===== src/rtl/seg7_pkg.sv =====
// seg7_pkg: shared segment patterns and encodings for the time display
package seg7_pkg;
  localparam int NUM_DIGITS = 4;
  localparam logic [6:0] SEG_0     = 7'b1000000;
  localparam logic [6:0] SEG_1     = 7'b1111001;
  localparam logic [6:0] SEG_2     = 7'b0100100;
  localparam logic [6:0] SEG_3     = 7'b0110000;
  localparam logic [6:0] SEG_4     = 7'b0011001;
  localparam logic [6:0] SEG_5     = 7'b0010010;
  localparam logic [6:0] SEG_6     = 7'b0000010;
  localparam logic [6:0] SEG_7     = 7'b1111000;
  localparam logic [6:0] SEG_8     = 7'b0000000;
  localparam logic [6:0] SEG_9     = 7'b0010000;
  localparam logic [6:0] SEG_DASH  = 7'b0111111;
  localparam logic [6:0] SEG_BLANK = 7'b1111111;
  typedef enum logic {PAGE_HHMM = 1'b0, PAGE_MMSS = 1'b1} page_e;
  typedef enum logic {FIELD_MIN = 1'b0, FIELD_HOUR = 1'b1} field_e;
endpackage


===== src/rtl/seg7_time_display_bcd_to_seg7.sv =====
// bcd_to_seg7: BCD digit to active-low {g,f,e,d,c,b,a} pattern, dash for 10-15
module bcd_to_seg7
  import seg7_pkg::*;
(
  input  logic [3:0] i_bcd,
  output logic [6:0] o_seg
);
  // table lookup; non-BCD codes show a dash
  always_comb begin
    o_seg = SEG_DASH;
    case (i_bcd)
      4'd0: o_seg = SEG_0;
      4'd1: o_seg = SEG_1;
      4'd2: o_seg = SEG_2;
      4'd3: o_seg = SEG_3;
      4'd4: o_seg = SEG_4;
      4'd5: o_seg = SEG_5;
      4'd6: o_seg = SEG_6;
      4'd7: o_seg = SEG_7;
      4'd8: o_seg = SEG_8;
      4'd9: o_seg = SEG_9;
      default: o_seg = SEG_DASH;
    endcase
  end
endmodule


===== src/rtl/seg7_time_display.sv =====
// seg7_time_display: multiplexed 4-digit 7-segment driver for the BCD time bus
module seg7_time_display
  import seg7_pkg::*;
#(
  parameter int DIGIT_TICKS = 100_000,
  parameter int BLINK_TICKS = 50_000_000,
  parameter bit SUPPRESS_LZ = 1'b0
) (
  input  logic       clk,
  input  logic       rst_n,
  input  logic [3:0] h2,
  input  logic [3:0] h1,
  input  logic [3:0] m2,
  input  logic [3:0] m1,
  input  logic [3:0] s2,
  input  logic [3:0] s1,
  input  logic       page_sel,
  input  logic       edit_en,
  input  logic       edit_pos,
  output logic [3:0] an,
  output logic [6:0] seg,
  output logic       dp
);
  localparam int TW = DIGIT_TICKS > 1 ? $clog2(DIGIT_TICKS) : 1;
  localparam int BW = BLINK_TICKS > 1 ? $clog2(BLINK_TICKS) : 1;
  localparam int SW = $clog2(NUM_DIGITS);

  logic [TW-1:0] r_tick;
  logic [SW-1:0] r_scan;
  logic [BW-1:0] r_blink;
  logic          r_phase, r_edit_q;
  logic [3:0]    r_h2, r_h1, r_m2, r_m1, r_s2, r_s1;
  page_e         r_page;

  logic          w_tick_wrap, w_frame_end, w_blink_wrap, w_edit_rise;
  logic          w_in_field, w_blank;
  logic [3:0]    w_digit;
  logic [6:0]    w_pat;

  assign w_tick_wrap  = r_tick == TW'(DIGIT_TICKS - 1);
  assign w_frame_end  = w_tick_wrap && r_scan == SW'(NUM_DIGITS - 1);
  assign w_blink_wrap = r_blink == BW'(BLINK_TICKS - 1);
  assign w_edit_rise  = edit_en && !r_edit_q;

  // digit dwell timer and scan position
  always_ff @(posedge clk or negedge rst_n) begin
    if (!rst_n) begin
      r_tick <= '0;
      r_scan <= '0;
    end else begin
      r_tick <= w_tick_wrap ? '0 : r_tick + 1'b1;
      r_scan <= w_tick_wrap ? r_scan + 1'b1 : r_scan;
    end
  end

  // frame-boundary snapshot so a frame never mixes old and new digits
  always_ff @(posedge clk or negedge rst_n) begin
    if (!rst_n) begin
      {r_h2, r_h1, r_m2, r_m1, r_s2, r_s1} <= '0;
      r_page <= PAGE_HHMM;
    end else if (w_frame_end) begin
      {r_h2, r_h1, r_m2, r_m1, r_s2, r_s1} <= {h2, h1, m2, m1, s2, s1};
      r_page <= page_e'(page_sel);
    end
  end

  // free-running blink phase, restarted visible when editing begins
  always_ff @(posedge clk or negedge rst_n) begin
    if (!rst_n) begin
      r_blink  <= '0;
      r_phase  <= 1'b1;
      r_edit_q <= 1'b0;
    end else begin
      r_edit_q <= edit_en;
      r_blink  <= (w_edit_rise || w_blink_wrap) ? '0 : r_blink + 1'b1;
      r_phase  <= w_edit_rise ? 1'b1 : w_blink_wrap ? ~r_phase : r_phase;
    end
  end

  // select the snapshot digit for the current scan slot and decide blanking
  always_comb begin
    w_digit = r_page == PAGE_MMSS ?
              (r_scan == 2'd3 ? r_m2 : r_scan == 2'd2 ? r_m1 : r_scan == 2'd1 ? r_s2 : r_s1) :
              (r_scan == 2'd3 ? r_h2 : r_scan == 2'd2 ? r_h1 : r_scan == 2'd1 ? r_m2 : r_m1);
    w_in_field = r_page == PAGE_HHMM ? (r_scan[1] == edit_pos) :
                 (r_scan[1] && edit_pos == FIELD_MIN);
    w_blank = (edit_en && !r_phase && w_in_field) ||
              (SUPPRESS_LZ && r_scan == 2'd3 && w_digit == 4'd0);
  end

  bcd_to_seg7 u_dec (
    .i_bcd (w_digit),
    .o_seg (w_pat)
  );

  // registered pin drivers so anode, cathodes and dot switch together
  always_ff @(posedge clk or negedge rst_n) begin
    if (!rst_n) begin
      an  <= 4'b1111;
      seg <= SEG_BLANK;
      dp  <= 1'b1;
    end else begin
      an  <= ~(4'b0001 << r_scan);
      seg <= w_blank ? SEG_BLANK : w_pat;
      dp  <= !(r_scan == 2'd2 && r_phase);
    end
  end
endmodule


===== config.mk =====
export PLATFORM = sky130hd
export DESIGN_NAME = seg7_time_display
export DESIGN_NICKNAME = d
export VERILOG_FILES = /design/src/rtl/seg7_pkg.sv /design/src/rtl/seg7_time_display_bcd_to_seg7.sv /design/src/rtl/seg7_time_display.sv
export SDC_FILE = /design/constraint.sdc
export NUM_CORES = 1
export LEC_CHECK = 0
export CORE_AREA = 5 5 104 106
export DETAILED_ROUTE_END_ITERATION = 8
export DIE_AREA = 0 0 109 111
export PLACE_DENSITY = 0.68
export RECOVER_POWER = 100
export REMOVE_ABC_BUFFERS = 1
export SLEW_MARGIN = 30
export SYNTH_ARGS = -nofsm -noshare
export SYNTH_HDL_FRONTEND = slang
export SYNTH_SLANG_ARGS = --single-unit

===== constraint.sdc =====
create_clock -name clk -period 3.7 [get_ports clk]
set_input_delay 0.555 -clock clk [delete_from_list [all_inputs] [get_ports clk]]
set_output_delay 0.555 -clock clk [all_outputs]
set_load 0.005 [all_outputs]

==> results.md <==
- The Yosys step of the flow raised 0 warnings.
- The final-report hold violation count is 0.
- STA puts the critical path data required time at 3.97 ns.
- The type of the tightest min-delay check is flop to flop.
- Yosys mapped a number of flops with a built-in enable equal to 0.
- The final setup TNS is 0 ns.
- The worst-case vdd ir drop is 0.1681 mV.
- The post-route total power is 0.001890 W.
- The clock reaches the later pin of the worst-skew pair after 0.35 ns.
- The area added between synthesis and finish is 15.58%.
- The count of maximum capacitance violations is 1.
- The part of the power in the clock network is 0.395.
- The number of diodes added for antenna fixing is 0.
- The wire length of the first global-routing pass is 12650 um.
- The net switching power is 0.0004092 W.
- For this block, the initial DRC count from the detailed router was around 120.
- The transition time at the pin with the least slew margin is 2.035 ns.
- Derived from the worst setup path, the maximum achievable clock frequency is about 350 MHz.
- The average wire length per cell after detail routing is between 10 and 15 um.
- Clock-pin slew was measured on the worst setup and hold paths at 0.08 ns.
- The max-slew violation total from the final report came to 85.
- Dividing the final minimum period by the clock period gives 0.7786.
- The overall via count from detail_route is approximately 2600.
- The flop and latch count out of synthesis is 84.
- The global router's overall resource usage is 0.1312.
- The flow ran to the end, but the final reports show violations.
- The fraction of final layout cells sized beyond drive strength 1 is 0.1083.
- The number of instances in the synthesized netlist is 350.
- Gates resized during post-CTS repair numbered 0.
- Of the total power, the share spent switching nets is 0.2165.
- For the finished layout, the period the worst path requires is about 2.9 ns.
- Leaving out fill and tap cells, the most frequent cell in the layout is sky130_fd_sc_hd__dfrtp_1.
- The placeable core region is 0.009684 mm2.
- Along the worst path, the maximum fanout reaches 9.
- After synthesis, the share of flip-flops with an asynchronous set or reset is 1.000.
- The library cell occupying the most area in the post-synthesis netlist is sky130_fd_sc_hd__dfrtp_1.
- The y dimension of the die is 111 um.
- The logic depth of the worst register-to-register path is 8.
- In the routed layout, each cell is associated on average with a via count of 4.947.
- Counting instances, the worst hold path has a depth of 1.
- The initial cell density of the core is 0.4212.
- The number of antenna violations at the first check in global routing is 0.
- CTS placed an instance of sky130_fd_sc_hd__clkbuf_8 at the clock tree root.
- The type of origin of the critical path is a flop.
- Timing analysis after detailed placement gives a worst setup slack of 0.8950 ns.
- The largest buffer count on any clock path is 2.
- After layout, the worst setup slack is roughly 0.82 ns.
- Setup repair after global routing left no endpoint under its margin.
- The post-synthesis area per instance is 11.65 um2.
- For this design the ratio of total power to cell area is approximately 400 mW/mm2.
- The synthesized netlist occupies a cell area of 0.004079 mm2.
- TritonCTS built the clock tree.
- Sorting the synthesized cells by area gives the leading types as sky130_fd_sc_hd__dfrtp_1, sky130_fd_sc_hd__dfstp_2, sky130_fd_sc_hd__mux2_4.
- The placer's final routability congestion estimate is 0.8391.
- The post-route clock skew is between 0.006 and 0.007 ns.
- Entering global routing, the biggest net connects between 80 and 90 pins.
- The cell-internal power is ~0.0015 W.
- For this run, global-route usage on met1 was measured as 0.1729.
- The count of final setup violators is 0.
- Before antenna repair, the detailed router went through 4 iterations.
- The checks that failed: max-capacitance violations, max-slew violations.
- In this run the horizontal extent of the chip is between 100 and 150 um.
- The sequential element share of the synthesized area is 0.5193.
- Of the total power, registers draw 0.527.
- The layer flagged by global routing as most heavily used is met2.
- The half-perimeter wire length after placement is 5238 um.
- For this design the static power due to leakage is a little under 2 nW.
- Buffers inserted during clock tree synthesis total 9.
- The data arrival at the endpoint of the critical path is 3.15 ns.
- The standard-cell row count is 36.
- After clock tree synthesis, the setup repair step added 0 buffers.
- The via count of the first global-routing pass is 2710.
- The count of distinct cell types in the synthesized netlist is 48.
- The met2 global-route usage is 0.2027.
- The most instantiated flip-flop cell in the synthesis netlist is sky130_fd_sc_hd__dfrtp_1.
- After detailed routing, the number of remaining DRC violations is 0.
- For this run, global-route usage on met3 was measured as 0.03844.
- Of the post-synthesis cell area, the dominant cell type holds 0.4356.
- The combinational share of power is 0.078.
- The worst max-slew margin expressed relative to the limit is -0.3570.
- The critical path capture point type is a flop.
- Summed over all layers, the global routing overflow is 0.
- For this design, the CTS-stage hold fixing added 0 buffers.
- The number of nets with antenna violations after routing is 0.
- The critical path in this run is classified as flop to flop.
- The number of buffer cells added on primary ports is 40.
- 41 I/O pins were placed.
- Leaving out fill and tap cells, the most frequent cells in the layout are sky130_fd_sc_hd__dfrtp_1, sky130_fd_sc_hd__nor2_1, sky130_fd_sc_hd__xnor2_1.
- The worst hold margin is approximately 0.49 ns.
- The detailed-route wire length is 7452 um.
- The total clock sinks is 84.
- The H-tree was split into 3 levels.
- The post-layout net count is 430.
- After filler insertion, the fill cell instance count of the layout stands at 882.
- The die area is approximately 0.012 mm2.
cell usage after synthesis (3+ instances only):
cell and n:
sky130_fd_sc_hd__inv_1 14, sky130_fd_sc_hd__o21ai_0 4, sky130_fd_sc_hd__dfrtp_1 71, sky130_fd_sc_hd__a21oi_1 9
sky130_fd_sc_hd__o22ai_1 3, sky130_fd_sc_hd__clkbuf_1 3, sky130_fd_sc_hd__or4_1 3, sky130_fd_sc_hd__and3_1 3
sky130_fd_sc_hd__nor2_1 45, sky130_fd_sc_hd__a21o_1 3, sky130_fd_sc_hd__xnor2_1 27, sky130_fd_sc_hd__dfstp_2 13
sky130_fd_sc_hd__xor2_1 12, sky130_fd_sc_hd__nand3_1 14, sky130_fd_sc_hd__nand2_1 19, sky130_fd_sc_hd__mux2_4 20
sky130_fd_sc_hd__mux2_2 6, sky130_fd_sc_hd__mux2i_1 11, sky130_fd_sc_hd__nor3_1 6, sky130_fd_sc_hd__and4_1 5
sky130_fd_sc_hd__nand4_1 7, sky130_fd_sc_hd__nor4_1 9, sky130_fd_sc_hd__mux4_2 3, sky130_fd_sc_hd__ha_1 9
cells by family after synthesis:
group,count (synthesis),synth area share
compound gates,26,0.04141
xor+xnor,39,0.08374
fa+ha+maj,9,0.02761
buf+inv,24,0.02822
flops,84,0.5193
mux,40,0.1337
simple gates,128,0.1660
power groups by stage:
stage | combinational, W | sequential, W | clock [W]
CTS | 0.000165 | 0.000998 | 0.000767
global route | 0.000163 | 0.00100 | 0.000800
detailed placement | 0.000164 | 0.00102 | 0
finish | 0.000147 | 0.000997 | 0.000747
global placement | 0.000162 | 0.00101 | 0
floorplan | 0.0000804 | 0.00101 | 0
worst max-delay path, stage by stage (launching register included):
cell and delay [ns]:
sky130_fd_sc_hd__dfrtp_1 0.42, sky130_fd_sc_hd__inv_1 0.12, sky130_fd_sc_hd__ha_1 0.33, sky130_fd_sc_hd__mux4_2 0.54, sky130_fd_sc_hd__nand2_1 0.08, sky130_fd_sc_hd__o221ai_1 0.33, sky130_fd_sc_hd__ha_1 0.46, sky130_fd_sc_hd__a21oi_1 0.06
sky130_fd_sc_hd__or3b_2 0.47
layer usage:
metal  routed length (um)  vias to the layer above
li1                     -                     1296
met1                 3521                     1269
met2                 3545                       45
met3                  261                       12
met4                  123                        0
met5                    0                        -
through the flow:
step	cell area (um2)	instances	util
2_1_floorplan	4016	340	-
3_3_place_gp	4588	514	0.4738
3_5_place_dp	4592	514	0.4742
4_1_cts	4828	530	0.4986
5_1_grt	4715	530	0.4868
6_report	4715	530	0.4868
state kept, by name (all words and copies together), names as in the netlist, 4 cells and up:
name	cells
r_h1	4
r_s1	4
r_tick	17
r_blink	26
r_m1	4
r_h2	4
r_m2	4
r_s2	4
seg	7
an	4
worst paths after layout:
check,startpoint,end,slack (ns)
min in group asynchronous,rst_n,r_blink[9]$_DFF_PN0_,0.78
max in group asynchronous,rst_n,r_m1[2]$_DFFE_PN0P_,1.72
worst max-delay path,r_scan[1]$_DFFE_PN0N_,seg[3]$_DFF_PN1_,0.82
worst min register to register,r_tick[0]$_DFF_PN0_,r_tick[0]$_DFF_PN0_,0.49
worst min-delay path,r_tick[0]$_DFF_PN0_,r_tick[0]$_DFF_PN0_,0.49
worst max register to register,r_scan[1]$_DFFE_PN0N_,seg[3]$_DFF_PN1_,0.82
final cells by class:
type / count / area (um2) / area share
Clock buffer: 13 / 168.9 / 0.03583
Clock inverter: 3 / 67.56 / 0.01433
Inverter: 14 / 52.55 / 0.01115
Multi-Input combinational cell: 242 / 1742 / 0.3694
Sequential cell: 84 / 2118 / 0.4493
Tap cell: 133 / 166.4 / 0.03530
Timing Repair Buffer: 41 / 399.1 / 0.08466
(Power assumes the default switching activity.)
